**src/rtl/sort_pkg.sv**
```systemverilog
// Shared definitions for the Sort result serializer slice: lane count,
// index width and the serializer state encoding.
package sort_pkg;

    localparam int SORT_LANES = 4;
    localparam int IDX_W      = $clog2(SORT_LANES);

    // Index of the final word of a stream (carries out_last).
    localparam logic [IDX_W-1:0] LAST_IDX = IDX_W'(SORT_LANES - 1);

    typedef enum logic [0:0] {
        IDLE = 1'b0,
        SEND = 1'b1
    } state_t;

endpackage

```
**src/rtl/sort_result_serializer_if.sv**
```systemverilog
// Output stream of the Sort result serializer: one signed word per
// valid/ready transfer, with last marking the fourth word.
interface sort_result_serializer_if #(
    parameter int N = 3
);
    logic [N-1:0] out_data;
    logic         out_valid;
    logic         out_ready;
    logic         out_last;

    modport master (
        output out_data,
        output out_valid,
        output out_last,
        input  out_ready
    );

    modport slave (
        input  out_data,
        input  out_valid,
        input  out_last,
        output out_ready
    );
endinterface

```
**src/rtl/sort_result_serializer_rise_detect.sv**
```systemverilog
// 1-bit rising-edge detector. The previous input value is registered and
// cleared by the synchronous reset, so a level already high when reset
// releases is reported as a rise on the first cycle out of reset.
module rise_detect (
    input  logic clk,
    input  logic rst,
    input  logic d,
    output logic rise
);

    logic d_q_r;

    // Remember last cycle's input level.
    always_ff @(posedge clk) begin
        if (rst) begin
            d_q_r <= 1'b0;
        end else begin
            d_q_r <= d;
        end
    end

    assign rise = d & ~d_q_r;

endmodule

```
**src/rtl/sort_result_serializer.sv**
```systemverilog
// Sort result serializer: on a rising edge of Sort's done, snapshot the four
// sorted words and stream them smallest first over valid/ready, with last on
// the fourth word. Sort may be re-run while the private snapshot drains; a
// done rise while a stream is still pending is dropped and flagged (overrun).
// Optional feature macro: SORT_CHECK_EN adds a sticky signed-order check of
// each captured set (order_err); without it order_err is tied low.
module sort_result_serializer
    import sort_pkg::*;
#(
    parameter int N = 3
) (
    input  logic                 clk,
    input  logic                 rst,
    input  logic                 done,
    input  logic [N-1:0]         s0,
    input  logic [N-1:0]         s1,
    input  logic [N-1:0]         s2,
    input  logic [N-1:0]         s3,
    sort_result_serializer_if.master stream,
    output logic                 busy,
    output logic                 overrun,
    output logic                 order_err
);

    state_t           state_r;
    logic [IDX_W-1:0] idx_r;
    logic [N-1:0]     snap_r [SORT_LANES];
    logic [N-1:0]     data_r;
    logic             valid_r;
    logic             last_r;
    logic             busy_r;
    logic             overrun_r;
    logic             done_rise_s;
    logic [IDX_W-1:0] next_idx_s;

    rise_detect u_done_rise (
        .clk  (clk),
        .rst  (rst),
        .d    (done),
        .rise (done_rise_s)
    );

    assign next_idx_s = idx_r + IDX_W'(1);

    // Serializer FSM: capture on done rise, then walk the snapshot one word
    // per accepted transfer; all stream outputs are registered.
    always_ff @(posedge clk) begin
        if (rst) begin
            state_r   <= IDLE;
            idx_r     <= {IDX_W{1'b0}};
            data_r    <= {N{1'b0}};
            valid_r   <= 1'b0;
            last_r    <= 1'b0;
            busy_r    <= 1'b0;
            overrun_r <= 1'b0;
            for (int i = 0; i < SORT_LANES; i++) begin
                snap_r[i] <= {N{1'b0}};
            end
        end else begin
            case (state_r)
                IDLE: begin
                    if (done_rise_s) begin
                        snap_r[0] <= s0;
                        snap_r[1] <= s1;
                        snap_r[2] <= s2;
                        snap_r[3] <= s3;
                        idx_r     <= {IDX_W{1'b0}};
                        data_r    <= s0;
                        valid_r   <= 1'b1;
                        last_r    <= 1'b0;
                        busy_r    <= 1'b1;
                        state_r   <= SEND;
                    end else begin
                        valid_r <= 1'b0;
                        last_r  <= 1'b0;
                        busy_r  <= 1'b0;
                    end
                end
                SEND: begin
                    // A new result while this one drains is dropped, even
                    // on the cycle of the final transfer.
                    if (done_rise_s) begin
                        overrun_r <= 1'b1;
                    end else begin
                        overrun_r <= overrun_r;
                    end
                    if (valid_r && stream.out_ready) begin
                        if (idx_r == LAST_IDX) begin
                            idx_r   <= {IDX_W{1'b0}};
                            data_r  <= {N{1'b0}};
                            valid_r <= 1'b0;
                            last_r  <= 1'b0;
                            busy_r  <= 1'b0;
                            state_r <= IDLE;
                        end else begin
                            idx_r  <= next_idx_s;
                            data_r <= snap_r[next_idx_s];
                            last_r <= (next_idx_s == LAST_IDX);
                        end
                    end else begin
                        // Stalled: hold the presented word and last flag.
                        data_r <= data_r;
                        last_r <= last_r;
                    end
                end
                default: begin
                    state_r <= IDLE;
                    idx_r   <= {IDX_W{1'b0}};
                    valid_r <= 1'b0;
                    last_r  <= 1'b0;
                    busy_r  <= 1'b0;
                end
            endcase
        end
    end

    assign stream.out_data  = data_r;
    assign stream.out_valid = valid_r;
    assign stream.out_last  = last_r;
    assign busy             = busy_r;
    assign overrun          = overrun_r;

`ifdef SORT_CHECK_EN
    logic order_err_r;

    // True when the four lanes are non-decreasing as signed values.
    function automatic logic lanes_ordered(
        input logic [N-1:0] a,
        input logic [N-1:0] b,
        input logic [N-1:0] c,
        input logic [N-1:0] d
    );
        return ($signed(a) <= $signed(b)) &&
               ($signed(b) <= $signed(c)) &&
               ($signed(c) <= $signed(d));
    endfunction

    // Sticky flag for a captured set that is not in ascending signed order;
    // checked on the incoming words at the capture edge.
    always_ff @(posedge clk) begin
        if (rst) begin
            order_err_r <= 1'b0;
        end else if ((state_r == IDLE) && done_rise_s &&
                     !lanes_ordered(s0, s1, s2, s3)) begin
            order_err_r <= 1'b1;
        end else begin
            order_err_r <= order_err_r;
        end
    end

    assign order_err = order_err_r;
`else
    assign order_err = 1'b0;
`endif

endmodule
```
**src/flat_wrapper.sv**
```systemverilog
// flat-port wrapper written by rule: the top's interface ports become plain ports
module sort_result_serializer_flat import sort_pkg::*;
#(
    parameter int N = 3
)
  (clk, rst, done, s0, s1, s2, s3, busy, overrun, order_err, stream_out_data, stream_out_valid, stream_out_last, stream_out_ready);
  sort_result_serializer_if #(.N(N)) stream_i ();
  input  logic clk;
  input  logic rst;
  input  logic done;
  input  logic [N-1:0] s0;
  input  logic [N-1:0] s1;
  input  logic [N-1:0] s2;
  input  logic [N-1:0] s3;
  output logic busy;
  output logic overrun;
  output logic order_err;
  output wire logic [$bits(stream_i.out_data)-1:0] stream_out_data;
  output wire logic [$bits(stream_i.out_valid)-1:0] stream_out_valid;
  output wire logic [$bits(stream_i.out_last)-1:0] stream_out_last;
  input wire logic [$bits(stream_i.out_ready)-1:0] stream_out_ready;
  assign stream_out_data = stream_i.out_data;
  assign stream_out_valid = stream_i.out_valid;
  assign stream_out_last = stream_i.out_last;
  assign stream_i.out_ready = stream_out_ready;
  sort_result_serializer #(.N(N)) u_core (.clk(clk), .rst(rst), .done(done), .s0(s0), .s1(s1), .s2(s2), .s3(s3), .stream(stream_i), .busy(busy), .overrun(overrun), .order_err(order_err));
endmodule
```
**config.mk**
```make
export PLATFORM = sky130hd
export DESIGN_NAME = sort_result_serializer_flat
export DESIGN_NICKNAME = d
export VERILOG_FILES = /design/src/rtl/sort_pkg.sv /design/src/rtl/sort_result_serializer_if.sv /design/src/rtl/sort_result_serializer_rise_detect.sv /design/src/rtl/sort_result_serializer.sv /design/src/flat_wrapper.sv
export SDC_FILE = /design/constraint.sdc
export NUM_CORES = 1
export LEC_CHECK = 0
export ABC_CLOCK_PERIOD_IN_PS = 2670
export CAP_MARGIN = 20
export CORE_MARGIN = 10
export CORE_UTILIZATION = 25
export DETAILED_ROUTE_END_ITERATION = 10
export PLACE_DENSITY = 0.53
export SYNTH_ARGS = -nofsm -noshare
export SYNTH_HDL_FRONTEND = slang
export SYNTH_SLANG_ARGS = --single-unit
export TNS_END_PERCENT = 1
```
**constraint.sdc**
```tcl
create_clock -name clk -period 2.67 [get_ports clk]
set_clock_uncertainty 0.05 [all_clocks]
set_input_delay 0.4005 -clock clk [delete_from_list [all_inputs] [get_ports clk]]
set_output_delay 0.4005 -clock clk [all_outputs]
set_load 0.01 [all_outputs]
```
### Word-level counts from Yosys, hierarchy flattened

Memory sizes are Yosys's and may differ from the RTL's.
Index checks and enable logic that the tools add are counted.
W data, S select, Z words.

| operators by class | value |
|---|---|
| bitwise gates (word level) | 7 |
| reductions and logical operators | 4 |
| mux-type cells | 27 |
| equality and inequality tests | 5 |
| $add $sub $neg | 1 |

Operators by type and width:

| kind | number |
|---|---|
| $mux W3 | 7 |
| $mux W1 | 12 |
| $mux W2 | 3 |
| $pmux W1 S2 | 3 |
| $pmux W3 S2 | 1 |
| $reduce_and A2 Y1 | 3 |
| $eq A2 B2 Y1 const B | 2 |
| $ne A2 B2 Y1 const B | 2 |
| $or A1 B1 Y1 | 4 |
| $pmux W2 S2 | 1 |
| $add A2 B1 Y2 const B | 1 |
| $ne A2 B1 Y1 const B | 1 |
| $not A1 Y1 | 2 |
| $and A1 B1 Y1 | 1 |
| $logic_and A1 B1 Y1 | 1 |

| word-level totals | value |
|---|---|
| word-level logic and storage cells | 52 |
| register bits | 10 |
| memory bits (writable) | 12 |
| memories | 1 |
| bits of input ports | 16 |

Memories:

| name | words | bits a word | rd ports | clocked after memory_dff | write ports | line | text |
|---|---|---|---|---|---|---|---|
| u_core.snap_r | 4 | 3 | 1 | 0 | 4 | sort_result_serializer.sv:27 | `logic [N-1:0] snap_r [SORT_LANES];` |

### Longest topological paths before layout

Gate-level depths: netlist of the first run.

| depth | value |
|---|---|
| depth in word-level cells | 7 |
| depth in mapped cells | 6 |
| mapped depth without buffers | 5 |

### Cells and area by module

A second synthesis of the first run with hierarchy kept.

| second synthesis, totals | value |
|---|---|
| cells, all modules | 87 |
| area, all modules | 1073.5 µm² |

Modules (own cells, without submodules):

| module | cells each | instances | area each (µm²) | seq. area each (µm²) |
|---|---|---|---|---|
| sort_result_serializer | 84 | 1 | 1026.0 | 540.5 |
| rise_detect | 3 | 1 | 47.5 | 20.0 |

### Worst setup path before layout of the first run

OpenSTA, ideal clock, no wires.

| timing path | value |
|---|---|
| kind | register to register |
| from | register u_core.idx_r[0] |
| to | register u_core.data_r[0], in the netlist u_core.stream.out_data[0] |
| slack | 0.937 ns |
| arrival | 1.550 ns |
| required time | 2.487 ns |
| stages on the path, launching flop included | 7 |
| cell sequence | dfxtp_1 -> inv_1 -> ha_1 -> buf_2 -> mux2_2 -> a222oi_1 -> a211oi_1 |

| between the ends | value |
|---|---|
| cells in the longest elaborated chain, start to end | 5 |
| elaborated cells on any way between the ends | 6 |
| classes of those cells | add/sub: 1; eq/ne: 1; mux: 3; memory: 1 |

RTL lines:

| item | line | text |
|---|---|---|
| start: declaration | sort_result_serializer.sv:26 | `logic [IDX_W-1:0] idx_r;` |
| start signal: assignment | sort_result_serializer.sv:50 | `idx_r <= {IDX_W{1'b0}};` |
| start signal: assignment | sort_result_serializer.sv:67 | `idx_r <= {IDX_W{1'b0}};` |
| start signal: assignment | sort_result_serializer.sv:89 | `idx_r <= {IDX_W{1'b0}};` |
| $add A2 B1 Y2 | sort_result_serializer.sv:43 | `assign next_idx_s = idx_r + IDX_W'(1);` |
| $mem_v2 Z4 W3 | - |  |
| $mux W3 * | sort_result_serializer.sv:88 | `if (idx_r == LAST_IDX) begin` |
| $mux W3 * | sort_result_serializer.sv:87 | `if (valid_r && stream.out_ready) begin` |
| $pmux W3 S2 * | sort_result_serializer.sv:60 | `case (state_r)` |
| end signal: assignment | sort_result_serializer.sv:90 | `data_r <= {N{1'b0}};` |
| end signal: assignment | sort_result_serializer.sv:97 | `data_r <= snap_r[next_idx_s];` |
| end signal: assignment | sort_result_serializer.sv:102 | `data_r <= data_r;` |
| end: declaration | sort_result_serializer.sv:28 | `logic [N-1:0] data_r;` |

Every way passes the cells marked *; elsewhere a longest branch is shown, timed or not. The select of a mux whose other input is x is not followed.
A chain may end at the register's enable or synchronous reset.

==> flow_metrics.tcl, run 1 <==
set metrics [dict create \
    clock_sinks 22 \
    hold_ws_ns 0.444 \
    dieHeight_um 84.6 \
    status "completed" \
    cts_tree "yes" \
    hold-path-cell-count 2 \
    cts-root-buf "clkbuf_8" \
    dp_hpwl_um 1610 \
    yosysWarnings 0 \
    cts_buffers 3 \
    p_leak_nw 0.492 \
    yosysUniqueCellTypes 29 \
    grt_pass1_vias 816 \
    avgSynthCellArea_um2 11.7 \
    fillCellCount 436 \
    path_clk_slew_ns 0.08 \
    syn_nets 107 \
    fin_crit_sh_pct 76.6 \
    grt_start_max_net_pins 13 \
    cp_data_arrival_time_ns 1.90 \
    reg2reg_slack_ns 0.68 \
    overflow 0 \
    ys.flop_type "edfxtp_1" \
    fin_crit_ns 2.04 \
    row_count 23 \
    fin_setup_tns_ns 0 \
    dieArea_um2 7150 \
    dr.pass1.iters 4 \
    clockBufferDepth 2 \
    slew_headroom_pct 62.4 \
    core_area_um2 4030 \
    routed_via_density 4.48 \
    synth.ff_latch_count 22 \
    wl_per_cell_um 13.0 \
    gp_congestion 0.665 \
    grt-busiest-layer "met2" \
    wl_um 2070 \
    grtUsageMet1_pct 6.12 \
    num_vias 712 \
    drv_cap 0 \
    synth_edf_count 12 \
    n_antenna_cell 0 \
    cts_resized 0 \
    grt_pass1_wl_um 3660 \
    fin_area_um2 1320 \
    route.detailed.drc 0 \
    cp.required_ns 2.52 \
    nNetsFinal 128 \
    worstMarginPinSlew_ns 0.562 \
    setup_viol 0 \
    seq_area_frac_synth_pct 53.8 \
    power_per_cell_area_nw_per_um2 531 \
    syn-cell-area_um2 1040 \
    rr_worst_depth 5 \
    use_met2_pct 11.1 \
    cts.htree.levels 1 \
    detail_route.iter0.violations 43 \
    die_w_um 84.6 \
    antenna_found_initial 0 \
    ant_nets 0 \
    boundaryPins 24 \
    initial_core_util_pct 25.9 \
    worstHoldPathType "flip-flop to flip-flop" \
    cts_hold_buf 0 \
    cts_setup_buffers 0 \
    regArea_um2 561 \
    grt.total_usage_pct 6.25 \
    dpl_cell_area_um2 1270 \
    multi_input_area_um2 413 \
    crit_type "primary input to flip-flop" \
    path_max_fanout 12 \
    clock.fmax_mhz 489 \
    endpoint_kind "flip-flop" \
    io_buffers 22 \
    drv_slew 0 \
    rsz0062_at_grt "false" \
    worstSetupStartpointType "primary input" \
    synthArstFlopShare_pct 0 \
    clock_latency_ns 0.26 \
    syn2layout_area_growth_pct 26.7 \
    drive_gt1_share_pct 21.1 \
    irDropWorstVdd_uv 180 \
    syn_inst 89 \
    grtUsageMet3_pct 2.71 \
    hold_viol 0 \
]
[stage by stage]
step                std cells  worst slack, ns  utilization, %  power (mW)
floorplan                  89            0.937               -       0.456
global placement          155            0.356            31.6       0.498
detailed placement        155            0.318            31.6       0.500
CTS                       159            0.589            32.8       0.709
global route              159            0.512            32.8       0.736
finish                    159            0.626            32.8       0.702
[state kept, by name (all words and copies together), names as in the netlist]
register / count
u_core.overrun: 1
u_core.stream.out_valid: 1
u_core.idx_r: 2
u_core.u_done_rise.d_q_r: 1
u_core.snap_r: 12
u_core.state_r: 1
u_core.stream.out_data: 3
u_core.stream.out_last: 1
[cell usage after synthesis, drive strengths merged (2+ instances only)]
| cell type | n | area share, % |
|---|---|---|
| dfxtp | 10 | 19 |
| ha | 2 | 2.4 |
| mux2 | 6 | 6.5 |
| nand2 | 4 | 1.4 |
| a211oi | 3 | 2.2 |
| edfxtp | 12 | 35 |
| inv | 3 | 1.1 |
| and2 | 12 | 8.5 |
| nor2 | 3 | 1.8 |
| nor3b | 2 | 1.4 |
| a21oi | 4 | 1.9 |
| buf | 6 | 5.2 |
| nand3 | 5 | 2.4 |
| a222oi | 3 | 2.9 |
| nor3 | 4 | 1.9 |
[layout make-up]
cell class	count	area share [%]
multi-input combinational	57	31.3
timing repair buffer	23	17.3
tap	50	4.74
sequential	22	42.5
clock buffer	4	3.41
inverter	3	0.853
[worst paths after layout]
| check | start | to |
|---|---|---|
| min reg2reg | u_core.overrun | u_core.overrun |
| max | done | u_core.snap_r[2][1] |
| max reg2reg | u_core.idx_r[0] | u_core.stream.out_data[2] |
| min | u_core.overrun | u_core.overrun |
[worst max-delay path, stage by stage]
cell,delay [ns]
clkdlybuf4s50_1,0.50
or3b_1,0.48
or2b_1,0.52
[cell usage in the layout, fill, tap and decap left out, types with 2 or more instances in the layout]
master           count
nand2_1              4
and2_2              11
a222oi_1             3
edfxtp_1            12
nor3_1               4
nand3_1              5
a21oi_1              4
clkdlybuf4s50_1     22
inv_1                3
mux2_2               6
clkbuf_8             3
nor3b_1              2
ha_1                 2
dfxtp_1             10
nor2_1               2
a211oi_1             3
[logic make-up after synthesis]
| logic type | count (synthesis) | synth area share [%] |
|---|---|---|
| AND/OR/NAND/NOR | 36 | 21.8 |
| flip-flops | 22 | 53.8 |
| AO/OA/AOI/OAI | 11 | 7.56 |
| buffers and inverters | 10 | 6.60 |
| multiplexers | 7 | 7.44 |
| adder cells (fa/ha/maj) | 2 | 2.40 |
| other | 1 | 0.360 |
[power by group]
group          internal (mW)  switching, mW  leakage, nW
registers              0.381         0.0114        0.211
logic                 0.0558         0.0414        0.258
clock network          0.106          0.105       0.0228
total                  0.543          0.158        0.492
[routing by layer]
| metal | wire length (um) | part of all wire [%] |
|---|---|---|
| met5 | 0 | 0 |
| met4 | 19 | 0.92 |
| met3 | 139 | 6.7 |
| met2 | 1070 | 52 |
| met1 | 846 | 41 |
Power figures use the tool's default switching activity.
==> inputs of run 2 (changes only) <==
--- a/config.mk
+++ b/config.mk
@@ -5,7 +5,7 @@
 export SDC_FILE = /design/constraint.sdc
 export NUM_CORES = 1
 export LEC_CHECK = 0
-export ABC_CLOCK_PERIOD_IN_PS = 2670
+export ABC_CLOCK_PERIOD_IN_PS = 2000
 export CAP_MARGIN = 20
 export CORE_MARGIN = 10
 export CORE_UTILIZATION = 25
==> constraint.sdc (replaced) <==
create_clock -name clk -period 2 [get_ports clk]
set_clock_uncertainty 0.05 [all_clocks]
set_input_delay 0.3 -clock clk [delete_from_list [all_inputs] [get_ports clk]]
set_output_delay 0.3 -clock clk [all_outputs]
set_load 0.01 [all_outputs]
==> run 2 against run 1 <==
  * Combinational power rose by 43%
  * Cell area rose by 2.7%
  * Clock-buffer cell count did not move
==> flow_metrics.tcl, run 2 (same netlist as run 1, synthesis figures left out) <==
set metrics [dict create \
    power_frac_clock_pct 29.6 \
    regToRegEndpoint "u_core.stream.out_data[0]" \
    worstSetupStartpointType "flip-flop" \
    dr.pass1.iters 4 \
    p_sw_mw 0.209 \
    cts.htree.levels 1 \
    largest_reg_flops 12 \
    n_antenna_cell 0 \
    grt.total_usage_pct 6.27 \
    io_buffers 22 \
    place_ws_ns 0.0524 \
    hold_ws_ns 0.436 \
    clockBufferDepth 2 \
    reg2reg_slack_ns 0.16 \
    fin_crit_ns 1.84 \
    detail_route.iter0.violations 48 \
    grt_start_max_net_pins 13 \
    grt_pass1_vias 761 \
    dieArea_um2 7150 \
    cts-root-buf "clkbuf_8" \
    fillCellCount 412 \
    status "completed" \
    rsz0062_at_grt "false" \
    num_vias 725 \
    drv_slew 0 \
    p_leak_nw 0.511 \
    overflow 0 \
    setup_slack_ns 0.162 \
    fin_setup_tns_ns 0 \
    route.detailed.drc 0 \
    crit_type "flip-flop to flip-flop" \
    clock.fmax_mhz 544 \
    path_max_fanout 7 \
    routed_via_density 4.48 \
    clock_sinks 22 \
    clock_latency_ns 0.26 \
    cts_tree "yes" \
    cts_buffers 3 \
    cp_data_arrival_time_ns 1.92 \
    cts_setup_buffers 0 \
    dp_hpwl_um 1650 \
    ant_nets 0 \
    antenna_found_initial 0 \
    row_count 23 \
    irDropWorstVdd_uv 378 \
    p_int_mw 0.734 \
    cts_resized 0 \
    wl_um 2110 \
    cts_hold_buf 0 \
    endpoint_kind "flip-flop" \
    hold_viol 0 \
    fin_util_pct 33.6 \
    drive_gt1_share_pct 23.2 \
    dieHeight_um 84.6 \
    gp_congestion 0.685 \
    p_sw_share_pct 22.1 \
    p_seq_share_pct 55.6 \
    die_w_um 84.6 \
    nNetsFinal 131 \
    initial_core_util_pct 25.9 \
    crit_start "u_core.idx_r[0]" \
    drv_cap 0 \
    setup_viol 0 \
    rr_worst_depth 5 \
    crit_path_end "u_core.stream.out_data[0]" \
    r2r_start "u_core.idx_r[0]" \
    worstHoldPathType "flip-flop to flip-flop" \
    max_flop_register "u_core.snap_r" \
    core_area_um2 4030 \
    wl_per_cell_um 13.0 \
    layout_common_cells "22 x clkdlybuf4s50_1, 12 x edfxtp_1, 11 x and2_2, 10 x dfxtp_1, 6 x mux2_2" \
    fin_crit_sh_pct 91.9 \
    layout_commonest_cell "clkdlybuf4s50_1" \
    grt_pass1_wl_um 3660 \
    path_clk_slew_ns 0.08 \
    power_per_cell_area_nw_per_um2 695 \
    cp.required_ns 2.09 \
    syn2layout_area_growth_pct 30.0 \
    boundaryPins 24 \
    p_comb_share_pct 14.7 \
]
-- run 2: routing by layer --
layer  vias to the layer above  global-route usage (%)  wire length [um]
met5                         -                       0                 0
met4                         0                    2.25                30
met3                         4                    3.77               165
met2                        15                    10.6              1040
met1                       342                    6.17               879
li1                        364                       -                 -
-- run 2: cell type report --
cell class	instances	area, um2	share of cell area, %
inverters	3	11.3	0.831
clock buffers	4	45.0	3.32
well taps	50	62.6	4.62
multi-input cells	57	413	30.5
flip-flops and latches	22	561	41.4
repair buffers	26	263	19.4
-- run 2: critical path: stages, from the launching register on --
cell,delay [ns]
dfxtp_1,0.33
inv_1,0.06
ha_1,0.43
mux2_2,0.37
a222oi_1,0.35
a211oi_1,0.13
-- run 2: how the worst min path moves through the flow --
stage | start | to | slack [ns] | depth (start not counted)
after floorplan | rst | u_core.u_done_rise.d_q_r | 0.32 | 1
after global placement | u_core.overrun | u_core.overrun | 0.41 | 2
after detailed placement | u_core.overrun | u_core.overrun | 0.42 | 2
after CTS | u_core.overrun | u_core.overrun | 0.44 | 2
after global routing | u_core.overrun | u_core.overrun | 0.46 | 2
final | u_core.overrun | u_core.overrun | 0.44 | 2
-- run 2: power groups by stage --
stage | registers, mW | logic, mW | clock network (mW)
global route | 0.529 | 0.153 | 0.309
finish | 0.524 | 0.139 | 0.279
detailed placement | 0.535 | 0.142 | 0
floorplan | 0.533 | 0.0759 | 0
CTS | 0.524 | 0.142 | 0.290
global placement | 0.533 | 0.141 | 0
-- run 2: through the flow --
stage	instance area (um2)	cells	total power, mW
detailed placement	1310	158	0.677
CTS	1360	162	0.956
finish	1360	162	0.942
floorplan	1040	89	0.609
global placement	1310	158	0.674
global route	1360	162	0.990
==> inputs of run 3 (changes only) <==
--- a/config.mk
+++ b/config.mk
@@ -5,12 +5,12 @@
 export SDC_FILE = /design/constraint.sdc
 export NUM_CORES = 1
 export LEC_CHECK = 0
-export ABC_CLOCK_PERIOD_IN_PS = 2000
+export ABC_CLOCK_PERIOD_IN_PS = 1600
 export CAP_MARGIN = 20
 export CORE_MARGIN = 10
 export CORE_UTILIZATION = 25
 export DETAILED_ROUTE_END_ITERATION = 10
-export PLACE_DENSITY = 0.53
+export PLACE_DENSITY = 0.54
 export SYNTH_ARGS = -nofsm -noshare
 export SYNTH_HDL_FRONTEND = slang
 export SYNTH_SLANG_ARGS = --single-unit
==> constraint.sdc (replaced) <==
create_clock -name clk -period 1.6 [get_ports clk]
set_clock_uncertainty 0.05 [all_clocks]
set_input_delay 0.24 -clock clk [delete_from_list [all_inputs] [get_ports clk]]
set_output_delay 0.24 -clock clk [all_outputs]
set_load 0.01 [all_outputs]
==> run 3 against run 2 <==
  * The flow now finishes with violations (setup timing)
  * Cell count rose by 5.6%
  * Global-route usage rose by 0.46 points
  * First-iteration DRC count shrank 10%
  * Non-clock buffer count is 9 higher
  * Clock power increased by 25%
  * Critical path depth unchanged
  * Worst hold slack gained 0.026 ns
  * Clock-buffer cell count decreased by 1
  * Routed wire length rose by 11%
  * Highest routed layer unchanged
==> flow_metrics.tcl, run 3 (same netlist as run 1, synthesis figures left out) <==
set metrics [dict create \
    worstHoldPathType "flip-flop to flip-flop" \
    stdcell_count 171 \
    setup_viol 1 \
    layout_common_cells "22 x clkdlybuf4s50_1, 13 x buf_4, 12 x edfxtp_1, 11 x and2_2, 7 x dfxtp_1" \
    cp.required_ns 1.68 \
    irDropWorstVdd_uv 395 \
    clock_sinks 22 \
    place_ws_ns -0.249 \
    max_flop_register "u_core.snap_r" \
    crit_type "flip-flop to flip-flop" \
    clockBufferDepth 2 \
    boundaryPins 24 \
    path_max_fanout 7 \
    endpoint_kind "flip-flop" \
    overflow 0 \
    crit_buf_inv 1 \
    hold_viol 0 \
    p_total_mw 1.20 \
    crit_slowest_cell "dfxtp_2" \
    drv_cap 0 \
    detail_route.iter0.violations 43 \
    clock.fmax_mhz 610 \
    worstSetupStartpointType "flip-flop" \
    status "finished with violations" \
    largest_reg_flops 12 \
    die_w_um 84.6 \
    n_antenna_cell 0 \
    p_leak_nw 0.563 \
    routed_via_density 4.51 \
    io_buffers 22 \
    dieHeight_um 84.6 \
    fin_setup_tns_ns -0.0381 \
    power_per_cell_area_nw_per_um2 834 \
    grt_pass1_wl_um 3960 \
    clock_latency_ns 0.26 \
    cp_data_arrival_time_ns 1.72 \
    dieArea_um2 7150 \
    drive_gt1_share_pct 34.7 \
    core_area_um2 4030 \
    path_clk_slew_ns 0.08 \
    fin_crit_ns 1.64 \
    cts.htree.levels 1 \
    grt_pass1_vias 864 \
    cts_buffers 3 \
    violations "setup timing" \
    initial_core_util_pct 25.9 \
    ant_nets 0 \
    num_vias 771 \
    fin_crit_sh_pct 102 \
    grt.total_usage_pct 6.74 \
    row_count 23 \
    cpPeakStageDelay_ns 0.34 \
    dp_hpwl_um 1840 \
    cts-root-buf "clkbuf_8" \
    grt_start_max_net_pins 13 \
    rsz0062_at_grt "true" \
    route.detailed.drc 0 \
    syn2layout_area_growth_pct 38.2 \
    wl_per_cell_um 13.7 \
    wl_um 2350 \
    drv_slew 0 \
    worst_path_dominant_cell_family "compound AO/OA/AOI/OAI gates" \
    antenna_found_initial 0 \
    setup_slack_ns -0.0381 \
    cts_tree "yes" \
    cp_cell_sequence "inv_2, ha_4, mux2_4, a222oi_1, a211oi_1" \
    dr.pass1.iters 4 \
    nNetsFinal 140 \
    layout_commonest_cell "clkdlybuf4s50_1" \
    dpl.cell_count 166 \
    gp_congestion 0.708 \
]
## run 3: cell types whose count changed in the layout (fill, tap and decap cells not counted), sizes merged
cell    change
clkinv      +1
buf         +9
clkbuf      -1
## run 3: layout make-up
class | count | area, um2
Clock buffer | 3 | 41.3
Clock inverter | 1 | 3.75
Inverter | 3 | 11.3
Multi-Input combinational cell | 57 | 439
Sequential cell | 22 | 564
Fill cell | 402 | 2590
Tap cell | 50 | 62.6
Timing Repair Buffer | 35 | 318
## run 3: worst paths after layout
| check | startpoint | to | slack [ns] | depth (start not counted) |
|---|---|---|---|---|
| max reg2reg | u_core.idx_r[0] | u_core.stream.out_data[0] | -0.04 | 5 |
| min reg2reg | u_core.stream.out_valid | u_core.stream.out_valid | 0.46 | 2 |
| max | u_core.idx_r[0] | u_core.stream.out_data[0] | -0.04 | 5 |
| min | u_core.stream.out_valid | u_core.stream.out_valid | 0.46 | 2 |
## run 3: power breakdown
| part | switching, mW | internal (mW) | total (mW) |
|---|---|---|---|
| clock | 0.178 | 0.171 | 0.350 |
| combinational | 0.0796 | 0.118 | 0.198 |
| sequential | 0.0172 | 0.637 | 0.654 |
## run 3: worst reg2reg max path: stages (launching register included)
cell and delay [ns]:
dfxtp_2 0.34, inv_2 0.05, ha_4 0.31, mux2_4 0.31, a222oi_1 0.31, a211oi_1 0.14
## run 3: what timing repair did
| action | CTS | global route |
|---|---|---|
| setup buffers | 1 | 0 |
| pin swaps | 7 | 4 |
| endpoints found under the hold margin | 0 | 0 |
| gates cloned | 0 | 0 |
| endpoints found under the setup margin | 3 | 17 |
| resized for setup | 5 | 3 |
| hold buffers | 0 | 0 |
## run 3: stage by stage
stage          instance area, um2  hold slack (ns)  util (%)
6_report                     1440            0.462      35.7
5_1_grt                      1440            0.479      35.7
4_1_cts                      1440            0.486      35.6
3_5_place_dp                 1360            0.463      33.8
3_3_place_gp                 1360            0.411      33.8
2_1_floorplan                1050            0.262         -
## run 3: metal layers
layer	global-route usage, %	share of wire [%]	vias up
met5	0	0	-
met4	3.89	2.4	0
met3	2.32	6.0	9
met2	12.1	53	25
met1	6.55	38	357
li1	-	-	380
